File: config.mk
export PLATFORM = sky130hd
export DESIGN_NAME = ccs_mc_merge_fifo
export DESIGN_NICKNAME = d
export VERILOG_FILES = /design/src/rtl/ccs_mc_pkg_hdl.sv /design/src/rtl/ccs_mc_chan_fifo.sv /design/src/rtl/ccs_mc_merge_fifo.sv
export SDC_FILE = /design/constraint.sdc
export NUM_CORES = 1
export LEC_CHECK = 0
export CAP_MARGIN = 40
export CORE_ASPECT_RATIO = 0.9
export CORE_MARGIN = 2
export CORE_UTILIZATION = 64
export CTS_BUF_LIST = sky130_fd_sc_hd__clkbuf_4 sky130_fd_sc_hd__clkbuf_8 sky130_fd_sc_hd__clkbuf_16
export CTS_CLUSTER_SIZE = 28
export DETAILED_ROUTE_END_ITERATION = 10
export GPL_ROUTABILITY_DRIVEN = 0
export PLACE_DENSITY = 0.86
export SYNTH_ARGS = -nofsm -noshare
export SYNTH_HDL_FRONTEND = slang
export SYNTH_SLANG_ARGS = --single-unit
File: constraint.sdc
create_clock -name clk -period 9.2 [get_ports clk]
set_input_delay 1.84 -clock clk [delete_from_list [all_inputs] [get_ports clk]]
set_output_delay 1.84 -clock clk [all_outputs]
set_load 0.005 [all_outputs]
File: src/rtl/ccs_mc_pkg_hdl.sv
// Shared types, defaults and the round-robin search for the multi-channel CCS merge FIFO.
package ccs_mc_pkg_hdl;

  typedef enum logic {CCS_MC_ARB, CCS_MC_HOLD} ccs_mc_arb_state_t;

  localparam int CCS_MC_WIDTH_DEF  = 32;
  localparam int CCS_MC_NUM_CH_DEF = 4;
  localparam int CCS_MC_DEPTH_DEF  = 4;
  localparam int CCS_MC_MAX_CH     = 16;

  // First requester at or after ptr, wrapping at num_ch; returns ptr when nothing requests.
  function automatic logic [3:0] ccs_mc_rr_next(input logic [3:0] ptr,
                                                input logic [CCS_MC_MAX_CH-1:0] req,
                                                input int num_ch);
    logic [3:0] win;
    logic       found;
    int         idx;
    win   = ptr;
    found = 1'b0;
    for (int i = 0; i < CCS_MC_MAX_CH; i++) begin
      idx = (int'(ptr) + i) % num_ch;
      if (!found && (i < num_ch) && req[idx]) begin
        win   = 4'(idx);
        found = 1'b1;
      end
    end
    return win;
  endfunction

endpackage

File: src/rtl/ccs_mc_chan_fifo.sv
// Single-channel CCS FIFO: registered count, no pass-through, flush beats push/pop.
module ccs_mc_chan_fifo
  import ccs_mc_pkg_hdl::*;
#(
  parameter int WIDTH = CCS_MC_WIDTH_DEF,
  parameter int DEPTH = CCS_MC_DEPTH_DEF,
  localparam int AW    = $clog2(DEPTH),
  localparam int CNT_W = $clog2(DEPTH) + 1
) (
  input  logic             clk,
  input  logic             arst_n,
  input  logic             flush,
  input  logic             push,
  input  logic             pop,
  input  logic [WIDTH-1:0] din,
  output logic             full,
  output logic             empty,
  output logic [CNT_W-1:0] count,
  output logic [WIDTH-1:0] head
);

  logic [DEPTH-1:0][WIDTH-1:0] mem_q, mem_d;
  logic [AW-1:0]               wr_ptr_q, wr_ptr_d, rd_ptr_q, rd_ptr_d;
  logic [CNT_W-1:0]            count_q, count_d;
  logic                        push_ok, pop_ok;

  assign full    = (count_q == CNT_W'(DEPTH));
  assign empty   = (count_q == '0);
  assign count   = count_q;
  assign head    = mem_q[rd_ptr_q];
  // Full is judged on the registered count, so a same-cycle pop never frees a slot.
  assign push_ok = push & ~full;
  assign pop_ok  = pop & ~empty;

  always_comb begin
    mem_d    = mem_q;
    wr_ptr_d = wr_ptr_q;
    rd_ptr_d = rd_ptr_q;
    count_d  = count_q;
    if (flush) begin
      wr_ptr_d = '0;
      rd_ptr_d = '0;
      count_d  = '0;
    end else begin
      if (push_ok) begin
        mem_d[wr_ptr_q] = din;
        wr_ptr_d        = wr_ptr_q + 1'b1;
      end
      if (pop_ok) rd_ptr_d = rd_ptr_q + 1'b1;
      count_d = count_q + CNT_W'(push_ok) - CNT_W'(pop_ok);
    end
  end

  always_ff @(posedge clk or negedge arst_n) begin
    if (!arst_n) begin
      mem_q    <= '0;
      wr_ptr_q <= '0;
      rd_ptr_q <= '0;
      count_q  <= '0;
    end else begin
      mem_q    <= mem_d;
      wr_ptr_q <= wr_ptr_d;
      rd_ptr_q <= rd_ptr_d;
      count_q  <= count_d;
    end
  end

endmodule

File: src/rtl/ccs_mc_merge_fifo.sv
// NUM_CH-way CCS merge: per-channel FIFOs, round-robin arbiter with hold lock, tagged output.
// Define CCS_MC_MERGE_OCC_EN to add occ/hwm per-channel occupancy and high-water-mark ports.
module ccs_mc_merge_fifo
  import ccs_mc_pkg_hdl::*;
#(
  parameter int WIDTH  = CCS_MC_WIDTH_DEF,
  parameter int NUM_CH = CCS_MC_NUM_CH_DEF,
  parameter int DEPTH  = CCS_MC_DEPTH_DEF,
  localparam int CH_W  = $clog2(NUM_CH),
  localparam int CNT_W = $clog2(DEPTH) + 1
) (
  input  logic                    clk,
  input  logic                    arst_n,
  input  logic                    flush,
  input  logic [NUM_CH-1:0]       in_vld,
  output logic [NUM_CH-1:0]       in_rdy,
  input  logic [NUM_CH*WIDTH-1:0] in_dat,
  output logic                    out_vld,
  input  logic                    out_rdy,
  output logic [WIDTH-1:0]        out_dat,
  output logic [CH_W-1:0]         out_ch
`ifdef CCS_MC_MERGE_OCC_EN
  ,
  output logic [NUM_CH*CNT_W-1:0] occ,
  output logic [NUM_CH*CNT_W-1:0] hwm
`endif
);

  ccs_mc_arb_state_t           state_q, state_d;
  logic [CH_W-1:0]             rr_ptr_q, rr_ptr_d, lock_ch_q, lock_ch_d;
  logic [CH_W-1:0]             grant, rr_grant;
  logic [NUM_CH-1:0]           full, empty, nonempty, push, pop;
  logic [NUM_CH-1:0][CNT_W-1:0] cnt;
  logic [NUM_CH-1:0][WIDTH-1:0] head;
  logic                        xfer;

  function automatic logic [CH_W-1:0] ch_inc(input logic [CH_W-1:0] c);
    return (c == CH_W'(NUM_CH - 1)) ? '0 : c + 1'b1;
  endfunction

  for (genvar c = 0; c < NUM_CH; c++) begin : g_ch
    ccs_mc_chan_fifo #(.WIDTH(WIDTH), .DEPTH(DEPTH)) u_fifo (
      .clk   (clk),
      .arst_n(arst_n),
      .flush (flush),
      .push  (push[c]),
      .pop   (pop[c]),
      .din   (in_dat[c*WIDTH +: WIDTH]),
      .full  (full[c]),
      .empty (empty[c]),
      .count (cnt[c]),
      .head  (head[c])
    );
  end

  assign nonempty = ~empty;
  assign rr_grant = CH_W'(ccs_mc_rr_next(4'(rr_ptr_q), CCS_MC_MAX_CH'(nonempty), NUM_CH));
  assign in_rdy   = flush ? '1 : ~full;
  assign push     = in_vld & ~full;
  assign pop      = (xfer && !flush) ? (NUM_CH'(1) << grant) : '0;
  assign out_dat  = head[grant];
  assign out_ch   = grant;

  // Once offered, the locked channel keeps the output so data/tag stay stable until taken.
  always_comb begin
    state_d   = state_q;
    rr_ptr_d  = rr_ptr_q;
    lock_ch_d = lock_ch_q;
    if (state_q == CCS_MC_HOLD) begin
      grant   = lock_ch_q;
      out_vld = (cnt[lock_ch_q] != '0);
    end else begin
      grant   = rr_grant;
      out_vld = |nonempty;
    end
    xfer = out_vld & out_rdy;
    if (flush) begin
      state_d   = CCS_MC_ARB;
      rr_ptr_d  = '0;
      lock_ch_d = '0;
    end else if (xfer) begin
      state_d  = CCS_MC_ARB;
      rr_ptr_d = ch_inc(grant);
    end else if (out_vld) begin
      state_d   = CCS_MC_HOLD;
      lock_ch_d = grant;
    end
  end

  always_ff @(posedge clk or negedge arst_n) begin
    if (!arst_n) begin
      state_q   <= CCS_MC_ARB;
      rr_ptr_q  <= '0;
      lock_ch_q <= '0;
    end else begin
      state_q   <= state_d;
      rr_ptr_q  <= rr_ptr_d;
      lock_ch_q <= lock_ch_d;
    end
  end

`ifdef CCS_MC_MERGE_OCC_EN
  logic [NUM_CH-1:0][CNT_W-1:0] hwm_q, hwm_d;

  always_comb begin
    hwm_d = hwm_q;
    for (int c = 0; c < NUM_CH; c++) begin
      if (flush)                hwm_d[c] = '0;
      else if (cnt[c] > hwm_q[c]) hwm_d[c] = cnt[c];
    end
  end

  always_ff @(posedge clk or negedge arst_n) begin
    if (!arst_n) hwm_q <= '0;
    else         hwm_q <= hwm_d;
  end

  assign occ = cnt;
  assign hwm = hwm_q;
`endif

endmodule

==> results.txt, run 1 <==
Of the total power, combinational logic draws 0.401. Averaged over all synthesized cells, the footprint is 15.7 um^2. The largest total area in the synthesized netlist belongs to dfrtp_1.

Using the TritonRoute via totals, the vias-per-cell ratio works out to 6.22. For the pin with the worst max-slew slack, the measured transition is just under 900 ps. In the global route stage, overall resource usage came out at 0.303. Compared with the post-synthesis result, the final layout area differs by 16.4%. The minimum period implied by the final worst setup slack came out at 5870 ps. The worst hold path belongs to the class reg2reg. The count of maximum capacitance violations came out at 0. The count of routing violations after the opening detailed-route iteration is 976. The area of the mapped netlist came out at 25,100 um^2. The area share of the largest cell type after synthesis came out at 0.543. The signal on the critical path passes through or3_1 > nor3_1 > a2111oi_2 > a22oi_2 > buf_4 > mux2i_1 > clkdlybuf4s50_1.

The worst hold slack across all endpoints is roughly 500 ps. Counting instances, the worst hold path has a depth of 1. The die footprint is 40,800 um^2.

The cell with the most instances after synthesis is dfrtp_1. Measured along the x axis, the die boundary spans 213 um. The share of total power consumed by net switching came out at 0.313. The logic depth of the worst register-to-register path is 14. The share of the cycle needed by the critical path after routing is 0.638. The maximum root-to-sink buffer count is 3.

The run finished with clean final reports. The largest net degree at the start of global routing is ~170. The number of different library cells in the post-synthesis netlist is 50. The total number of H-tree levels came out at 2. The category of the most critical setup path is reg2out. The starting density of the core came out at 0.651. After legalization and detailed placement, the total HPWL measured 39,200 um.

The final cell utilization of the core is 0.758. The part of the total power dissipated in sequential elements is 0.386. The final-report max-slew violation count was 0.

The number of antenna violations at the first check in global routing came out at 7. Setup violations remaining at the end of the flow were counted as 0. The synthesis warning total came out at 0. The predominant post-synthesis flop cell is dfrtp_1. The peak per-stage delay on the critical path is 630 ps. The worst-path cell with the longest stage delay is a22oi_2. Global routing finished with a remaining overflow of 0. The number of cells on the critical path came out at 7. The fraction of synthesis flops using an asynchronous set or reset pin came out at 1.00. The final number of hold-violating endpoints is 0. The xor/xnor share of the synthesized area is 0.00488.

The fraction of layout instances using a drive strength above 1 is 0.438. The kind of cell with the highest combined delay along the critical path is buffers and inverters. The count of buffers added on input and output ports is between 150 and 200. The number of nets in the final layout came out at ~1,900. The post-synthesis register bit count is 545. The worst clock skew is 26.7 ps. The worst path arrival time is 4030 ps. The total of hold buffers inserted after clock tree synthesis came out at 0. After synthesis, the largest family of logic cells by area is multiplexers. The synthesized netlist net count came out at approximately 1,800. The number of placement rows is 68.

The combined buffer and inverter count along the critical path is 2. The endpoint kind of the worst setup timing path is an output port. The final setup TNS came out at 0 ps. The peak clock frequency supported by timing came out at 170 MHz.

The clock insertion delay at the later pin of the skew report is 610 ps. The wire length reported by the detailed router is 58,700 um. The critical path required time is 7360 ps. The number of flops mapped to enable cells by yosys is 0. The number of top-level pins is 175.

The core footprint came out at 38,500 um^2. The total number of clock tree sinks is 545. The peak supply drop came out at 0.000300 V.

The power per unit of standard cell area is roughly 350 nW/um^2. The clock-pin slew on the worst setup and hold paths came out at 60 ps. Headroom to the max-slew limit came out at 0.419.

STA classifies the critical path startpoint as a flip-flop. The average routed wire per standard cell came out at 25.2 um. The first-pass GRT wire length is roughly 92,000 um. The total of fill cells in the finished design is approximately 2,300.

Clock tree synthesis inserted a total of 54 buffers. The highest fanout seen on the critical path is 34. The leakage component of the power is 13.0 nW.

By count the netlist is led by dfrtp_1 (545), mux2_2 (515), mux4_2 (128). The internal power component came out at 7.12 mW. By area the synthesized netlist is led by dfrtp_1 (54%), mux2_2 (23%), mux4_2 (11%). The share of the Yosys chip area taken by registers is 0.543. The CTS tree is done.

For this design the total switching power over the nets is approximately 3.2 mW. In this run the clock root is driven by a clkbuf_16. The number of vias after detailed routing came out at 14,500. The number of instances in the synthesized netlist is 1,601. The height of the die came out at ~190 um. After detailed routing, the number of remaining DRC violations is 0. The compound-cell area share of the yosys netlist is 0.00763. The power share of the clock group came out at 0.213. The via count of the first global-routing pass was 15,900. Setup repair after global routing left no endpoint under its margin. Of the total synthesized cell area, the portion taken by full adders, half adders and majority gates is 0.0157. After clock tree synthesis, the repair step resized 0 gates. The iteration count of the initial detailed-routing pass is 5. The number of nets with antenna violations after routing came out at 0. The simple-gate share of the synthesized area is 0.0235. The multiplexer share of the synthesized area came out at 0.384. The buffer count from post-CTS setup fixing is 0.
cell usage in the layout, fill, tap and decap left out, types with 3 or more instances in the layout:
cell type and n:
buf_4 28, diode_2 4, nor3_1 10, nor2b_1 10, clkbuf_4 16, mux2i_1 96, clkbuf_16 55, a21oi_1 8
xor2_1 4, buf_12 3, dfrtp_1 541, fa_1 4, xnor2_1 10, ha_1 25, mux4_2 128, clkdlybuf4s50_1 172
clkinv_2 7, mux2_2 515, nand2_1 37, dfrtp_2 4, or2_2 4, o21ai_0 4, nor4_1 5, clkbuf_8 12
nor2_1 34, a211oi_1 3, inv_1 28
area by class of cell:
| type | count | area, um^2 | area share |
|---|---|---|---|
| flip-flops and latches | 545 | 13600 | 0.467 |
| multi-input cells | 928 | 10900 | 0.374 |
| repair buffers | 208 | 2080 | 0.0712 |
| clock buffers | 83 | 1660 | 0.0569 |
| well taps | 525 | 657 | 0.0225 |
| clock inverters | 12 | 120 | 0.00411 |
| inverters | 29 | 111 | 0.00381 |
| diodes | 4 | 10.0 | 0.000342 |
metrics by stage:
step / worst slack [ps] / instances / cell area [um^2] / power (mW)
floorplan: 4850 / 1601 / 25100 / 6.58
global placement: 4090 / 2231 / 27300 / 7.93
detailed placement: 4000 / 2235 / 27400 / 8.15
CTS: 3310 / 2330 / 29200 / 10.4
global route: 3130 / 2332 / 29200 / 10.9
finish: 3330 / 2334 / 29200 / 10.4
layer usage:
layer | vias up | part of all wire | GRT usage | wire length [um]
li1 | 6258 | - | - | -
met1 | 7708 | 0.40 | 0.391 | 23500
met2 | 405 | 0.49 | 0.490 | 28600
met3 | 138 | 0.061 | 0.0652 | 3570
met4 | 6 | 0.050 | 0.153 | 2920
met5 | - | 0.00075 | 0 | 44
worst register-to-register path, delay by kind of cell, from the launching register on:
kind            cells  cell delay [ps]
buf+inv             4              980
fa+ha+maj           3              770
compound gates      2              720
flops               1              460
xor+xnor            1              160
simple gates        4             1040
registers in the layout (all words and copies together) (netlist names):
name and cells:
state_q 1, g_ch.u_fifo.rd_ptr_q 8, lock_ch_q 2, g_ch.u_fifo.count 12
g_ch.u_fifo.wr_ptr_q 8, g_ch.u_fifo.mem_q 512, rr_ptr_q 2
cells by family after synthesis:
| group | after synthesis |
|---|---|
| mux | 739 |
| flops | 545 |
| buf+inv | 128 |
| simple gates | 119 |
| fa+ha+maj | 29 |
| compound gates | 27 |
| xor+xnor | 14 |
power groups by stage:
stage                     clock (mW)  combinational (mW)  sequential, mW
final                           2.21                4.16            4.00
after global routing            2.35                4.43            4.12
after CTS                       2.24                4.19            3.99
after detailed placement           0                4.14            4.01
after global placement             0                4.01            3.92
after floorplan                    0                2.79            3.79
path summary, 6_finish.rpt:
kind / start / endpoint / slack, ps
setup / recovery: g_ch[3].u_fifo.count[1] / out_dat[28] / 3330
hold / removal: g_ch[0].u_fifo.mem_q[80] / g_ch[0].u_fifo.mem_q[80] / 500
setup reg to reg: g_ch[3].u_fifo.count[1] / g_ch[0].u_fifo.count[2] / 4920
hold reg to reg: g_ch[0].u_fifo.mem_q[80] / g_ch[0].u_fifo.mem_q[80] / 500
max in group asynchronous: arst_n / g_ch[0].u_fifo.rd_ptr_q[0] / 6470
min in group asynchronous: arst_n / g_ch[1].u_fifo.mem_q[104] / 1320
Note: power is estimated with default switching activity, not from simulation.
==> run 2: changes to the inputs <==
Settings changed: CORE_UTILIZATION 64 to 59, PLACE_DENSITY 0.86 to 0.8.
Clock period 9.2 ns to 5.9 ns, I/O delays scaled along.
==> run 2 against run 1 <==
Against the previous run: the run now ends with design-rule violations left; clock power increased by 61%; via count decreased by 0.53%; wire length increased by 0.59%; clock skew shrank 14 ps; total power up 57%; die area grew 8.3%; utilization shrank 5.7 points; sequential power up 57%; largest power group unchanged.
==> results.txt, run 2 (synthesis gave the netlist of run 1 again) <==
The clock-pin slew on the worst setup and hold paths is 60 ps (about the same). The global-route total usage across every layer came out at 0.275 (was 0.303). The internal power component is 11.2 mW (was 7.12 mW). The average via count per standard cell was 6.10 (was 6.22).

The fraction of layout instances using a drive strength above 1 is 0.439 (was 0.438). The post-route met1 wirelength came out at 25,200 um (was 23,500 um). The worst path arrival time came to 3750 ps (was 4030 ps). The iteration count of the initial detailed-routing pass is 7 (was 5). The buffer count from post-CTS setup fixing is 0 (unchanged).

The power per unit of standard cell area came out at 555 nW/um^2 (was 355 nW/um^2). The maximum root-to-sink buffer count is 3 (unchanged). The half-perimeter wire length after placement came to 39,900 um (was 39,200 um). The part of the total power dissipated in sequential elements is 0.386 (about the same). The total of buffers placed on input and output ports is 174 (unchanged). The leakage component of the power is 13.1 nW (was 13.0 nW). The highest fanout seen on the critical path came to 46 (was 34). The via count of the first global-routing pass was 15,400 (was 15,900). The total number of clock tree sinks was 545 (unchanged).

The startpoint type of the worst setup path was a flip-flop (unchanged). The number of top-level pins is 175 (unchanged). The flip-flop count of the largest register after layout is 512 (unchanged). The uppermost signal routing layer after detailed routing is met5 (unchanged). The largest net degree at the start of global routing is 169 (was 168). The number of antenna violations at the first check in global routing is 8 (was 7). The combinational share of power was 0.396 (was 0.401). Timing would allow up to 203 MHz. The final-report max-slew violation count came out at 0 (unchanged). The count of routing violations after the opening detailed-route iteration came out at 1,021 (was 976).

The final number of hold-violating endpoints came out at 0 (unchanged). The number of setup violations in the final report came out at 0 (unchanged). Highest-count cells in the layout ignoring fill and taps: dfrtp_1 (541), mux2_2 (515), clkdlybuf4s50_1 (172), mux4_2 (128), mux2i_1 (96) (unchanged).

The worst slew margin relative to its limit came out at 0.403 (was 0.419). The endpoint kind of the worst setup timing path is an output port (unchanged). The final setup TNS is 0 ps (unchanged).

The wire length reported by the detailed router came out at 59,100 um (was 58,700 um). The number of CTS-inserted buffers is 54 (unchanged). The most common library cell in the layout ignoring fill and taps is dfrtp_1 (unchanged). The total number of H-tree levels is 2 (unchanged). The share of total power consumed by net switching came out at 0.311 (was 0.313).

The register with the highest flop count is g_ch.u_fifo.mem_q (unchanged). The post-placement cell area came to 27,500 um^2 (was 27,400 um^2). The height of the die came out at 200 um (was 192 um). The residual overflow from global routing was 0 (unchanged). The die footprint came out at 44,200 um^2 (was 40,800 um^2). The switching power total came out at 5.07 mW (was 3.24 mW). The peak supply drop is 0.000577 V (was 0.000300 V). The worst clock skew is 12.8 ps (was 26.7 ps).

The total of hold buffers inserted after clock tree synthesis is 0 (unchanged). The detailed-routed wire length on met3 is 3070 um (was 3570 um). RSZ-0062 raised after global routing: no (unchanged).

The detailed-route DRC error count is 24 (was 0). Result of the run: finished with violations (was finished clean). The overall die width came out at 221 um (was 213 um). The number of vias after detailed routing was 14,400 (was 14,500). The clock insertion delay at the later pin of the skew report is 600 ps (was 610 ps). The starting density of the core came out at 0.599 (was 0.651). The clock root buffer master is clkbuf_16 (unchanged).

The slew at the pin closest to its max-slew limit came out at 896 ps (was 870 ps). The power share of the clock group came to 0.218 (was 0.213). The checks that failed: design-rule violations.

The share of the cycle needed by the critical path after routing is 0.836. The filler-free cell count of the finished design is 2,365 (was 2,334). The total power came to 16.3 mW (was 10.4 mW).

The number of placement rows is 71 (was 68). The worst min-delay path class is reg2reg (unchanged). The number of nets in the final layout came to 1,932 (was 1,931).

The number of nets with antenna violations after routing came out at 0 (unchanged). The count of maximum capacitance violations is 0 (unchanged). The first-pass GRT wire length was 91,600 um (was 92,000 um). The CTS tree was done (unchanged). The number of cells upsized or downsized after cts is 0 (unchanged). The placed instance count came out at 2,258 (was 2,235). The average routed wire per standard cell was 25.0 um (was 25.2 um). The category of the most critical setup path is reg2out (unchanged). The core footprint is 41,900 um^2 (was 38,500 um^2).

The relative area change from synthesis to final layout came out at 17.1% (was 16.4%). The critical path required time came out at 4720 ps (was 7360 ps). The post-route cell area came out at 29,400 um^2 (was 29,200 um^2). The minimum period implied by the final worst setup slack is 4930 ps. The total of fill cells in the finished design came out at 2,780 (was 2,322). The met2 wire length is 28,900 um (was 28,600 um).
==> run 2: metal layers <==
layer | track usage | vias to the layer above
li1 | - | 6265
met1 | 0.371 | 7738
met2 | 0.455 | 339
met3 | 0.0521 | 90
met4 | 0.0993 | 6
met5 | 0 | -
==> run 2: path summary, 6_finish.rpt <==
kind	startpoint	endpoint	slack [ps]	cells after the start
min reg2reg	g_ch[1].u_fifo.mem_q[93]	g_ch[1].u_fifo.mem_q[93]	500	1
max reg2reg	rr_ptr_q[1]	g_ch[2].u_fifo.count[2]	1870	16
max in group asynchronous	arst_n	g_ch[2].u_fifo.mem_q[122]	3930	2
max	g_ch[3].u_fifo.count[1]	out_dat[13]	970	9
min in group asynchronous	arst_n	g_ch[1].u_fifo.mem_q[69]	590	1
min	g_ch[1].u_fifo.mem_q[93]	g_ch[1].u_fifo.mem_q[93]	500	1
==> run 2: per-stage QoR <==
| stage | utilization | setup WS (ps) | hold slack (ps) |
|---|---|---|---|
| after global placement | 0.654 | 1630 | 481 |
| final | 0.701 | 969 | 498 |
| after CTS | 0.700 | 1030 | 502 |
| after global routing | 0.701 | 741 | 506 |
| after floorplan | - | 2330 | 474 |
| after detailed placement | 0.656 | 1700 | 488 |
==> run 2: critical path: stages (launching register included) <==
cell and delay, ps:
dfrtp_1 450, nor3_1 470, o211ai_1 150, and4bb_1 250, nor2_2 290, inv_4 230, buf_16 280, mux2i_1 160
mux2i_1 280, clkdlybuf4s50_1 560
==> run 2: area by class of cell <==
cell class,instances,area (um^2),area share
Clock inverter,15,153,0.00519
Inverter,29,111,0.00379
Antenna cell,8,20.0,0.000681
Tap cell,547,684,0.0233
Sequential cell,545,13600,0.464
Multi-Input combinational cell,928,10900,0.372
Clock buffer,84,1720,0.0584
Timing Repair Buffer,209,2120,0.0722
==> run 2: power groups by stage <==
stage               Sequential (mW)  Combinational [mW]  Clock [mW]
floorplan                      5.91                4.35           0
global placement               6.21                6.23           0
detailed placement             6.34                6.44           0
CTS                            6.29                6.48        3.63
global route                   6.49                6.84        3.78
finish                         6.29                6.45        3.56
